==> src/rtl/horblur_ctrl.sv <==
// Row sequencer for the horizontal blur filter: primes the filter window per row,
// registers filtered (or bypassed) pixels into a valid/ready stream, detects end of frame.
module horblur_ctrl #(
    parameter int unsigned TAPS      = 8,
    parameter int unsigned DIM_W     = 10,
    parameter logic [2:0]  BLUR_MODE = 3'b101
) (
    input  logic             clk,
    input  logic             n_rst,
    input  logic             start,
    input  logic [2:0]       mode,
    input  logic [DIM_W-1:0] img_width,
    input  logic [DIM_W-1:0] img_height,
    input  logic             pix_valid,
    input  logic [31:0]      pix_in,
    output logic             pix_ready,
    output logic             wb_en,
    output logic [2:0]       mode_wb,
    output logic [31:0]      wb_data,
    input  logic [31:0]      blur_in,
    output logic             out_valid,
    output logic [31:0]      out_data,
    input  logic             out_ready,
    output logic             busy,
    output logic             done
);

    localparam int unsigned PRIME_W = (TAPS > 2) ? $clog2(TAPS - 1) : 1;

    typedef enum logic [2:0] {
        ST_IDLE,
        ST_PRIME,
        ST_RUN,
        ST_FLUSH,
        ST_DONE
    } state_t;

    state_t             r_state;
    state_t             w_next_state;
    logic [DIM_W-1:0]   r_width;
    logic [DIM_W-1:0]   r_height;
    logic [DIM_W-1:0]   r_col;
    logic [DIM_W-1:0]   r_row;
    logic [2:0]         r_mode;
    logic [PRIME_W-1:0] r_prime_cnt;
    logic               r_out_valid;
    logic [31:0]        r_out_data;
    logic               r_busy;
    logic               r_done;

    logic w_blur;
    logic w_start_ok;
    logic w_xfer;
    logic w_row_end;
    logic w_last_row;
    logic w_prime_end;

    assign w_blur      = (r_mode == BLUR_MODE);
    assign w_start_ok  = (r_state == ST_IDLE) && start;
    assign w_row_end   = (r_col == (r_width - DIM_W'(1)));
    assign w_last_row  = (r_row == (r_height - DIM_W'(1)));
    assign w_prime_end = (r_prime_cnt == PRIME_W'(TAPS - 2));

    // State register
    always_ff @(posedge clk or negedge n_rst) begin
        if (!n_rst) begin
            r_state <= ST_IDLE;
        end else begin
            r_state <= w_next_state;
        end
    end

    // Next state plus the combinational filter/source handshake outputs
    always_comb begin
        w_next_state = r_state;
        pix_ready    = 1'b0;
        wb_en        = 1'b0;
        wb_data      = '0;
        w_xfer       = 1'b0;
        case (r_state)
            ST_IDLE: begin
                if (start) begin
                    if ((img_width == '0) || (img_height == '0)) begin
                        w_next_state = ST_DONE;
                    end else if (mode == BLUR_MODE) begin
                        w_next_state = ST_PRIME;
                    end else begin
                        w_next_state = ST_RUN;
                    end
                end
            end
            ST_PRIME: begin
                // Replicate the row's first pixel into the window without consuming it
                wb_en   = pix_valid;
                wb_data = pix_in;
                if (pix_valid && w_prime_end) begin
                    w_next_state = ST_RUN;
                end
            end
            ST_RUN: begin
                pix_ready = !r_out_valid || out_ready;
                w_xfer    = pix_valid && pix_ready;
                if (w_blur) begin
                    wb_en   = w_xfer;
                    wb_data = pix_in;
                end
                if (w_xfer && w_row_end) begin
                    if (w_last_row) begin
                        w_next_state = ST_FLUSH;
                    end else if (w_blur) begin
                        w_next_state = ST_PRIME;
                    end
                end
            end
            ST_FLUSH: begin
                if (!r_out_valid || out_ready) begin
                    w_next_state = ST_DONE;
                end
            end
            ST_DONE: begin
                w_next_state = ST_IDLE;
            end
            default: begin
                w_next_state = ST_IDLE;
            end
        endcase
    end

    // Frame parameters, counters and the registered output stage
    always_ff @(posedge clk or negedge n_rst) begin
        if (!n_rst) begin
            r_width     <= '0;
            r_height    <= '0;
            r_mode      <= '0;
            r_col       <= '0;
            r_row       <= '0;
            r_prime_cnt <= '0;
            r_out_valid <= 1'b0;
            r_out_data  <= '0;
            r_busy      <= 1'b0;
            r_done      <= 1'b0;
        end else begin
            r_busy <= (w_next_state != ST_IDLE);
            r_done <= (w_next_state == ST_DONE);

            if (w_start_ok) begin
                r_width     <= img_width;
                r_height    <= img_height;
                r_mode      <= mode;
                r_col       <= '0;
                r_row       <= '0;
                r_prime_cnt <= '0;
            end

            if ((r_state == ST_PRIME) && pix_valid) begin
                r_prime_cnt <= w_prime_end ? '0 : r_prime_cnt + PRIME_W'(1);
            end

            if (w_xfer) begin
                r_out_valid <= 1'b1;
                r_out_data  <= w_blur ? blur_in : pix_in;
                if (w_row_end) begin
                    r_col <= '0;
                    r_row <= r_row + DIM_W'(1);
                end else begin
                    r_col <= r_col + DIM_W'(1);
                end
            end else if (out_ready) begin
                r_out_valid <= 1'b0;
            end
        end
    end

    assign mode_wb   = r_mode;
    assign out_valid = r_out_valid;
    assign out_data  = r_out_data;
    assign busy      = r_busy;
    assign done      = r_done;

endmodule

==> config.mk <==
export PLATFORM = sky130hd
export DESIGN_NAME = horblur_ctrl
export DESIGN_NICKNAME = d
export VERILOG_FILES = /design/src/rtl/horblur_ctrl.sv
export SDC_FILE = /design/constraint.sdc
export NUM_CORES = 1
export LEC_CHECK = 0
export CAP_MARGIN = 20
export CORE_ASPECT_RATIO = 0.5
export CORE_MARGIN = 2
export CORE_UTILIZATION = 50
export CTS_CLUSTER_DIAMETER = 50
export CTS_CLUSTER_SIZE = 20
export DETAILED_ROUTE_END_ITERATION = 8
export PLACE_DENSITY = 0.87
export SLEW_MARGIN = 40
export SYNTH_ARGS = -nofsm -noshare
export SYNTH_HDL_FRONTEND = slang
export SYNTH_SLANG_ARGS = --single-unit
==> constraint.sdc <==
create_clock -name clk -period 6.5 [get_ports clk]
set_clock_uncertainty 0.1 [all_clocks]
set_input_delay 0.975 -clock clk [delete_from_list [all_inputs] [get_ports clk]]
set_output_delay 0.975 -clock clk [all_outputs]
set_load 0.01 [all_outputs]
After elaboration in Yosys (flattened, before gate mapping) --
Index checks and enable logic that the tools add are counted.
Operators by class: add/subtract/negate cells 5, eq/ne operators 9, muxes and demuxes 27, reductions and logical operators 15
Operators by type and width (count):
- two-way mux 32 bit | 2
- case mux 32 bit (2 select lines) | 1
- two-way mux 10 bit | 6
- two-way mux 3 bit | 10
- adder 10 x 1 -> 10 bit (second input constant) | 2
- == test 10 bit | 2
- logical NOT 10 bit | 2
- subtractor 10 x 1 -> 10 bit (second input constant) | 2
- == test 3 bit (second input constant) | 4
- case mux 3 bit (4 select lines) | 1
- == test 3 x 2 -> 1 bit (second input constant) | 2
- nonzero test 2 bit | 3
- logical AND 1 bit | 5
- two-way mux 1 bit | 5
- adder 3 x 1 -> 3 bit (second input constant) | 1
- == test 3 x 1 -> 1 bit (second input constant) | 1
- logical NOT 3 bit | 1
- nonzero test 3 bit | 1
- logical OR 1 bit | 2
- two-way mux 2 bit | 1
- case mux 1 bit (2 select lines) | 1
- logical NOT 1 bit | 1
Storage, ports and cells: register bits 84, input port bits 92, output and inout port bits 72, logic and storage cells 67

Longest topological paths before layout --
Gate-level depths: netlist (run 1).
word-level depth 7, mapped depth 11, gate-level depth less buffers 9

Worst setup path before layout (run 1) --
No wires, ideal clock.
path type input-to-output, start point input port out_ready, end point output port wb_en, arrival 1567 ps, data required time 5425 ps, setup slack 3858 ps, cell stages on the path 4, path buffers 1, cell sequence nand2b_1 > clkbuf_1 > a31oi_1 > nor2b_1
Between the ends: word-level cells in the longest chain between the ends 4
RTL lines:
- start: declaration | RTL line 23 | input logic out_ready,
- logical OR 1 bit | RTL line 101 | pix_ready = !r_out_valid || out_ready;
- logical AND 1 bit | RTL line 102 | w_xfer = pix_valid && pix_ready;
- two-way mux 1 bit | RTL line 103 | if (w_blur) begin
- case mux 1 bit (2 select lines) | RTL line 80 | case (r_state)
- end: declaration | RTL line 17 | output logic wb_en,
Every way passes these cells.

Final worst setup path (run 1) --
start point register r_mode[0], in the netlist mode_wb[0], end point output port wb_data[26]
Between the ends: word-level cells in the longest chain between the ends 3
RTL lines:
- start: declaration | RTL line 44 | logic [2:0] r_mode;
- start signal: assignment | RTL line 149 | r_mode <= mode;
- == test 3 bit | RTL line 58 | assign w_blur = (r_mode == BLUR_MODE);
- two-way mux 32 bit | RTL line 103
- case mux 32 bit (2 select lines) | RTL line 80
- end: declaration | RTL line 19 | output logic [31:0] wb_data,
Every way passes these cells.

==> impl_metrics.py, run 1 <==
metrics = {
    "layout": {
        "final_cell_area_mm2": 0.00676,
        "layout-drive-gt1-share_pct": 4.80,
        "final_nets": 821,
        "areaGrowthSynthToFinish_pct": 41.9,
        "final_cells": 850,
        "n_fill_cell": 733,
        "antenna_cells": 0,
        "final_common_cell": "clkdlybuf4s50_1",
        "most-common-layout-cells": "162 x clkdlybuf4s50_1, 157 x nand2_1, 84 x dfrtp_1",
    },
    "yosys": {
        "synth_cell_types": 55,
        "syn_area_mm2": 0.00477,
        "yosys.area.top_type": "dfrtp_1",
        "ys_ff_latch": 84,
        "synth_top_area_share_pct": 44.1,
        "synth_fp_nets": 677,
        "synth_flop_cell": "dfrtp_1",
        "syn_area_per_cell_um2": 8.20,
        "synth_edf_count": 0,
        "netlist_instances": 581,
        "synth.area.top_cells": "dfrtp_1 44%, nand2_1 12%, a31oi_1 4.7%",
        "ys_seq_area_share_pct": 44.1,
        "synth_warnings": 0,
        "ys_async_sr_fraction_pct": 100,
    },
    "clocking": {
        "clkTransAtPathRegs_ns": 0.05,
        "clkLatencyLatePin_ns": 0.34,
        "cts_sinks": 84,
        "root_buffer": "clkbuf_16",
        "h-tree-depth": 3,
        "cts_buffers": 9,
        "hold_buffers": 0,
        "cts_resized": 0,
        "cts_tree": "yes",
        "clockBufferDepth": 2,
        "post_cts_buffers": 0,
    },
    "status": {
        "status": "finished clean",
    },
    "pwr": {
        "leakage_nw": 2.90,
        "p_seq_share_pct": 34.7,
        "power.density_mw_per_mm2": 376,
        "comb_power_share_pct": 46.0,
        "intPower_mw": 1.59,
        "switching_share_pct": 37.7,
        "switchingPower_uw": 961,
        "p_clk_share_pct": 19.4,
        "peakVddDrop_mv": 0.194,
    },
    "placed_design": {
        "place.gp.congestion": 0.882,
        "place_area_mm2": 0.00646,
        "dpl.hpwl_um": 9390,
        "dp_cells": 835,
        "port-buffer-count": 163,
    },
    "critical_path": {
        "crit_chain": "nand2_1 -> nor2_2 -> buf_4 -> a21oi_1 -> nor2_4 -> and2_1 -> clkdlybuf4s50_1",
        "worstPathArrival_ns": 2.63,
        "crit_required_ns": 5.42,
        "path_max_fanout": 35,
        "cp_slowest_stage_delay_ns": 0.55,
        "end_kind": "primary output",
        "crit_family": "buffers and inverters",
        "crit_path_start_kind": "register",
        "slowest_stage": "clkdlybuf4s50_1",
        "critPathKind": "reg2out",
        "path_buf_inv": 2,
    },
    "drt": {
        "vias": 4611,
        "avgRoutedWirePerCell_um": 15.3,
        "via_per_inst": 5.42,
        "antenna_left": 0,
        "drt-initial-drc-count": 285,
        "drt_pre_antenna_iters": 5,
        "wl_um": 13000,
        "drcViolationCount": 0,
    },
    "floorplanning": {
        "dieHeight_um": 73.0,
        "start_util_pct": 51.0,
        "coreArea_mm2": 0.00935,
        "row_count": 25,
        "die_area_mm2": 0.0104,
        "die_w_um": 142,
        "ios": 164,
    },
    "sta": {
        "final_hold_viol_count": 0,
        "min_period_ns": 3.70,
        "maxSlewViolCount": 0,
        "maxSlewHeadroom_pct": 55.5,
        "fmax_ghz": 0.270,
        "setup_viol": 0,
        "tightest_slew_ns": 0.664,
        "final.period_utilization_pct": 56.9,
        "tns_ns": 0,
        "rsz0062_at_grt": "no",
    },
    "global_routing": {
        "overflow": 0,
        "grt_pass1_wl_um": 21300,
        "grt_usage_pct": 25.7,
        "grt_pass1_vias": 4458,
        "antenna_found_initial": 0,
        "grt_max_degree": 85,
    },
    "hold_path": {
        "min_path_type": "reg2reg",
    },
    "job": {
        "cap_violations": 0,
    },
}
==> registers in the layout (all words and copies together) (netlist names) <==
register,count
r_row,10
r_height,10
r_prime_cnt,3
done,1
out_data,32
r_width,10
r_col,10
out_valid,1
r_state,3
mode_wb,3
busy,1
==> final cells by class <==
cell class,instances,area [um2],share of cell area (%)
Timing Repair Buffer,166,1660,24.5
Tap cell,121,151,2.24
Sequential cell,84,2100,31.1
Clock inverter,1,5.00,0.0740
Multi-Input combinational cell,456,2530,37.5
Clock buffer,14,284,4.20
Inverter,8,30.0,0.444
==> worst register-to-register path, delay by kind of cell (launching register included) <==
family	cells	cell delay [ns]
muxes	1	0.24
DFF	1	0.42
buffers and inverters	1	0.09
and+or+nand+nor	4	1.40
AOI/OAI and AO/OA	2	0.42
adders and majority gates	1	0.35
==> power groups by stage <==
| stage | sequential [mW] | clock (mW) | combinational, mW |
|---|---|---|---|
| after floorplan | 0.898 | 0 | 0.643 |
| after global routing | 0.913 | 0.525 | 1.29 |
| after CTS | 0.882 | 0.504 | 1.18 |
| after global placement | 0.875 | 0 | 1.14 |
| after detailed placement | 0.886 | 0 | 1.17 |
| final | 0.882 | 0.493 | 1.17 |
==> Yosys cell counts (2+ instances only) <==
master    number
nand3b_1       3
ha_1           4
o211ai_1       3
a31oi_1       36
xor2_1        12
nand2_1      157
and2_1        35
xnor2_1       14
nor2_1        53
nand4_1        6
mux2i_1        7
nor2b_1        4
a211oi_1       4
dfrtp_1       84
or2_2          2
nand2b_1       7
nor3_1        13
a211o_1        2
and3_1         6
nand3_1       20
o21ai_0       20
nor3b_1        2
or3_1          5
o311ai_1       4
nor4_1         5
clkbuf_1      30
a21oi_1        5
o31ai_1        3
or4_1          2
inv_1          8
==> kinds of logic after synthesis <==
kind of cell    share of synthesized area, %
fa+ha+maj                               1.05
flops                                   44.1
buf+inv                                 3.46
compound gates                          12.5
mux                                     1.47
xor+xnor                                4.78
simple gates                            32.6
==> path summary, 6_finish.rpt <==
| path | from | endpoint | slack (ns) | cells past startpoint |
|---|---|---|---|---|
| worst min-delay path | mode_wb[2] | mode_wb[2] | 0.40 | 2 |
| max in group asynchronous | n_rst | r_col[9] | 5.24 | 1 |
| min in group asynchronous | n_rst | out_data[3] | 0.57 | 1 |
| worst min register to register | mode_wb[2] | mode_wb[2] | 0.40 | 2 |
| worst max-delay path | mode_wb[0] | wb_data[26] | 2.80 | 7 |
| worst max register to register | r_width[0] | r_row[9] | 3.40 | 9 |
==> per-layer routing <==
| layer | global-route usage, % | vias up | wire, um |
|---|---|---|---|
| met4 | 7.11 | 0 | 171 |
| li1 | - | 2275 | - |
| met1 | 32.2 | 2166 | 5440 |
| met2 | 44.3 | 154 | 6470 |
| met5 | 0 | - | 0 |
| met3 | 7.35 | 16 | 915 |
==> metrics by stage <==
step | power, mW | setup WS [ns] | util (%) | hold WS [ns]
6_report | 2.55 | 2.80 | 72.3 | 0.398
5_1_grt | 2.73 | 2.60 | 72.3 | 0.433
4_1_cts | 2.56 | 2.73 | 72.2 | 0.403
3_5_place_dp | 2.06 | 2.91 | 69.1 | 0.388
3_3_place_gp | 2.01 | 2.89 | 68.9 | 0.382
2_1_floorplan | 1.54 | 3.86 | - | 0.365
No activity file was read; power rests on OpenSTA's default activity.
==> run 2, diff against run 1 <==
--- a/config.mk
+++ b/config.mk
@@ -8,11 +8,11 @@
 export CAP_MARGIN = 20
 export CORE_ASPECT_RATIO = 0.5
 export CORE_MARGIN = 2
-export CORE_UTILIZATION = 50
+export CORE_UTILIZATION = 46
 export CTS_CLUSTER_DIAMETER = 50
 export CTS_CLUSTER_SIZE = 20
 export DETAILED_ROUTE_END_ITERATION = 8
-export PLACE_DENSITY = 0.87
+export PLACE_DENSITY = 0.81
 export SLEW_MARGIN = 40
 export SYNTH_ARGS = -nofsm -noshare
 export SYNTH_HDL_FRONTEND = slang
==> constraint.sdc (replaced) <==
create_clock -name clk -period 3.7 [get_ports clk]
set_clock_uncertainty 0.1 [all_clocks]
set_input_delay 0.555 -clock clk [delete_from_list [all_inputs] [get_ports clk]]
set_output_delay 0.555 -clock clk [all_outputs]
set_load 0.01 [all_outputs]
==> impl_metrics.py, run 2 (synthesis results as in run 1) <==
metrics = {
    "status": {
        "status": "finished clean",
    },
    "layout": {
        "largest_register_ff_count": 32,
        "most-common-layout-cells": "162 x clkdlybuf4s50_1, 157 x nand2_1, 84 x dfrtp_1",
        "n_fill_cell": 876,
        "final_nets": 823,
        "final_common_cell": "clkdlybuf4s50_1",
        "final_cells": 871,
        "areaGrowthSynthToFinish_pct": 43.8,
        "layout-drive-gt1-share_pct": 5.06,
        "multiInputGateArea_mm2": 0.00251,
        "regArea_mm2": 0.00210,
        "antenna_cells": 0,
    },
    "global_routing": {
        "grt_use_met2_pct": 41.5,
        "top_usage_layer": "met2",
        "grt_pass1_wl_um": 22000,
        "overflow": 0,
        "met3_usage_pct": 6.89,
        "met1_usage_pct": 29.5,
        "antenna_found_initial": 0,
        "grt_pass1_vias": 4580,
        "grt_usage_pct": 24.0,
        "grt_max_degree": 85,
    },
    "drt": {
        "vias": 4564,
        "via_per_inst": 5.24,
        "drt_pre_antenna_iters": 4,
        "antenna_left": 0,
        "avgRoutedWirePerCell_um": 14.9,
        "drcViolationCount": 0,
        "drt-initial-drc-count": 329,
        "wl_um": 13000,
    },
    "pwr": {
        "power.total_mw": 4.71,
        "power.density_mw_per_mm2": 687,
        "leakage_nw": 2.93,
        "peakVddDrop_mv": 0.296,
    },
    "floorplanning": {
        "coreArea_mm2": 0.0101,
        "row_count": 26,
        "start_util_pct": 47.0,
        "die_w_um": 148,
        "ios": 164,
        "dieHeight_um": 76.0,
        "die_area_mm2": 0.0112,
    },
    "sta": {
        "maxSlewHeadroom_pct": 46.3,
        "final.period_utilization_pct": 81.9,
        "timing.final.ws_setup_ns": 0.669,
        "hold_slack_ns": 0.143,
        "fmax_ghz": 0.330,
        "maxSlewViolCount": 0,
        "tightest_slew_ns": 0.795,
        "min_period_ns": 3.03,
        "final_hold_viol_count": 0,
        "rsz0062_at_grt": "no",
        "setup_viol": 0,
        "tns_ns": 0,
    },
    "critical_path": {
        "reg2reg_slack_ns": 0.81,
        "worstReg2RegEnd": "r_row[9]",
        "rr_startpoint": "r_width[0]",
        "critPathKind": "reg2out",
        "end_kind": "primary output",
        "worstPathArrival_ns": 2.38,
        "crit_required_ns": 3.04,
        "path_max_fanout": 32,
        "reg2reg_depth": 9,
        "crit_path_start_kind": "register",
    },
    "hold_path": {
        "min_path_type": "in2async",
    },
    "placed_design": {
        "place.gp.congestion": 0.815,
        "place_ws_ns": 0.825,
        "dp_cells": 856,
        "dpl.hpwl_um": 9430,
        "port-buffer-count": 163,
    },
    "clocking": {
        "post_cts_buffers": 0,
        "hold_buffers": 0,
        "cts_sinks": 84,
        "clkTransAtPathRegs_ns": 0.06,
        "clkLatencyLatePin_ns": 0.34,
        "cts_tree": "yes",
        "h-tree-depth": 3,
        "clockBufferDepth": 2,
        "cts_resized": 0,
        "cts_buffers": 9,
        "root_buffer": "clkbuf_16",
    },
    "job": {
        "cap_violations": 0,
    },
}
## run 2: report_power, final
part | switching (mW) | leakage (nW) | internal [mW]
Combinational | 1.05 | 1.72 | 1.02
Sequential | 0.305 | 1.03 | 1.25
Clock | 0.364 | 0.172 | 0.726
Total | 1.72 | 2.93 | 2.99
## run 2: through the flow
step	util (%)	area, um2
detailed placement	63.9	6490
finish	67.6	6860
global route	67.6	6860
floorplan	-	4770
global placement	63.9	6480
CTS	67.5	6850
## run 2: how the worst max path moves through the flow
stage | start | depth (start not counted) | endpoint | slack [ns]
2_1_floorplan | r_width[0] | 11 | r_row[7] | 1.08
3_3_place_gp | img_height[7] | 5 | r_state[1] | 0.87
3_5_place_dp | r_width[0] | 9 | r_row[9] | 0.83
4_1_cts | r_state[1] | 6 | wb_data[0] | 0.63
5_1_grt | r_state[1] | 6 | wb_data[1] | 0.43
6_report | r_state[1] | 6 | wb_data[31] | 0.67
## run 2: final cells by class
type / instances / area share (%)
Multi-Input combinational cell: 456 / 36.7
Sequential cell: 84 / 30.7
Timing Repair Buffer: 168 / 24.4
Clock buffer: 9 / 3.28
Tap cell: 140 / 2.55
Clock inverter: 6 / 1.99
Inverter: 8 / 0.438
## run 2: worst max-delay path, stage by stage, from the launching register on
cell,delay [ns]
dfrtp_1,0.49
nor2b_1,0.33
a21oi_1,0.13
nor2_2,0.08
buf_4,0.27
and2_1,0.17
clkdlybuf4s50_1,0.55
## run 2: metal layers
metal	part of all wire, %	up-vias
met5	0	-
met1	44	2153
met2	49	116
met3	5.9	17
met4	1.5	0
li1	-	2278
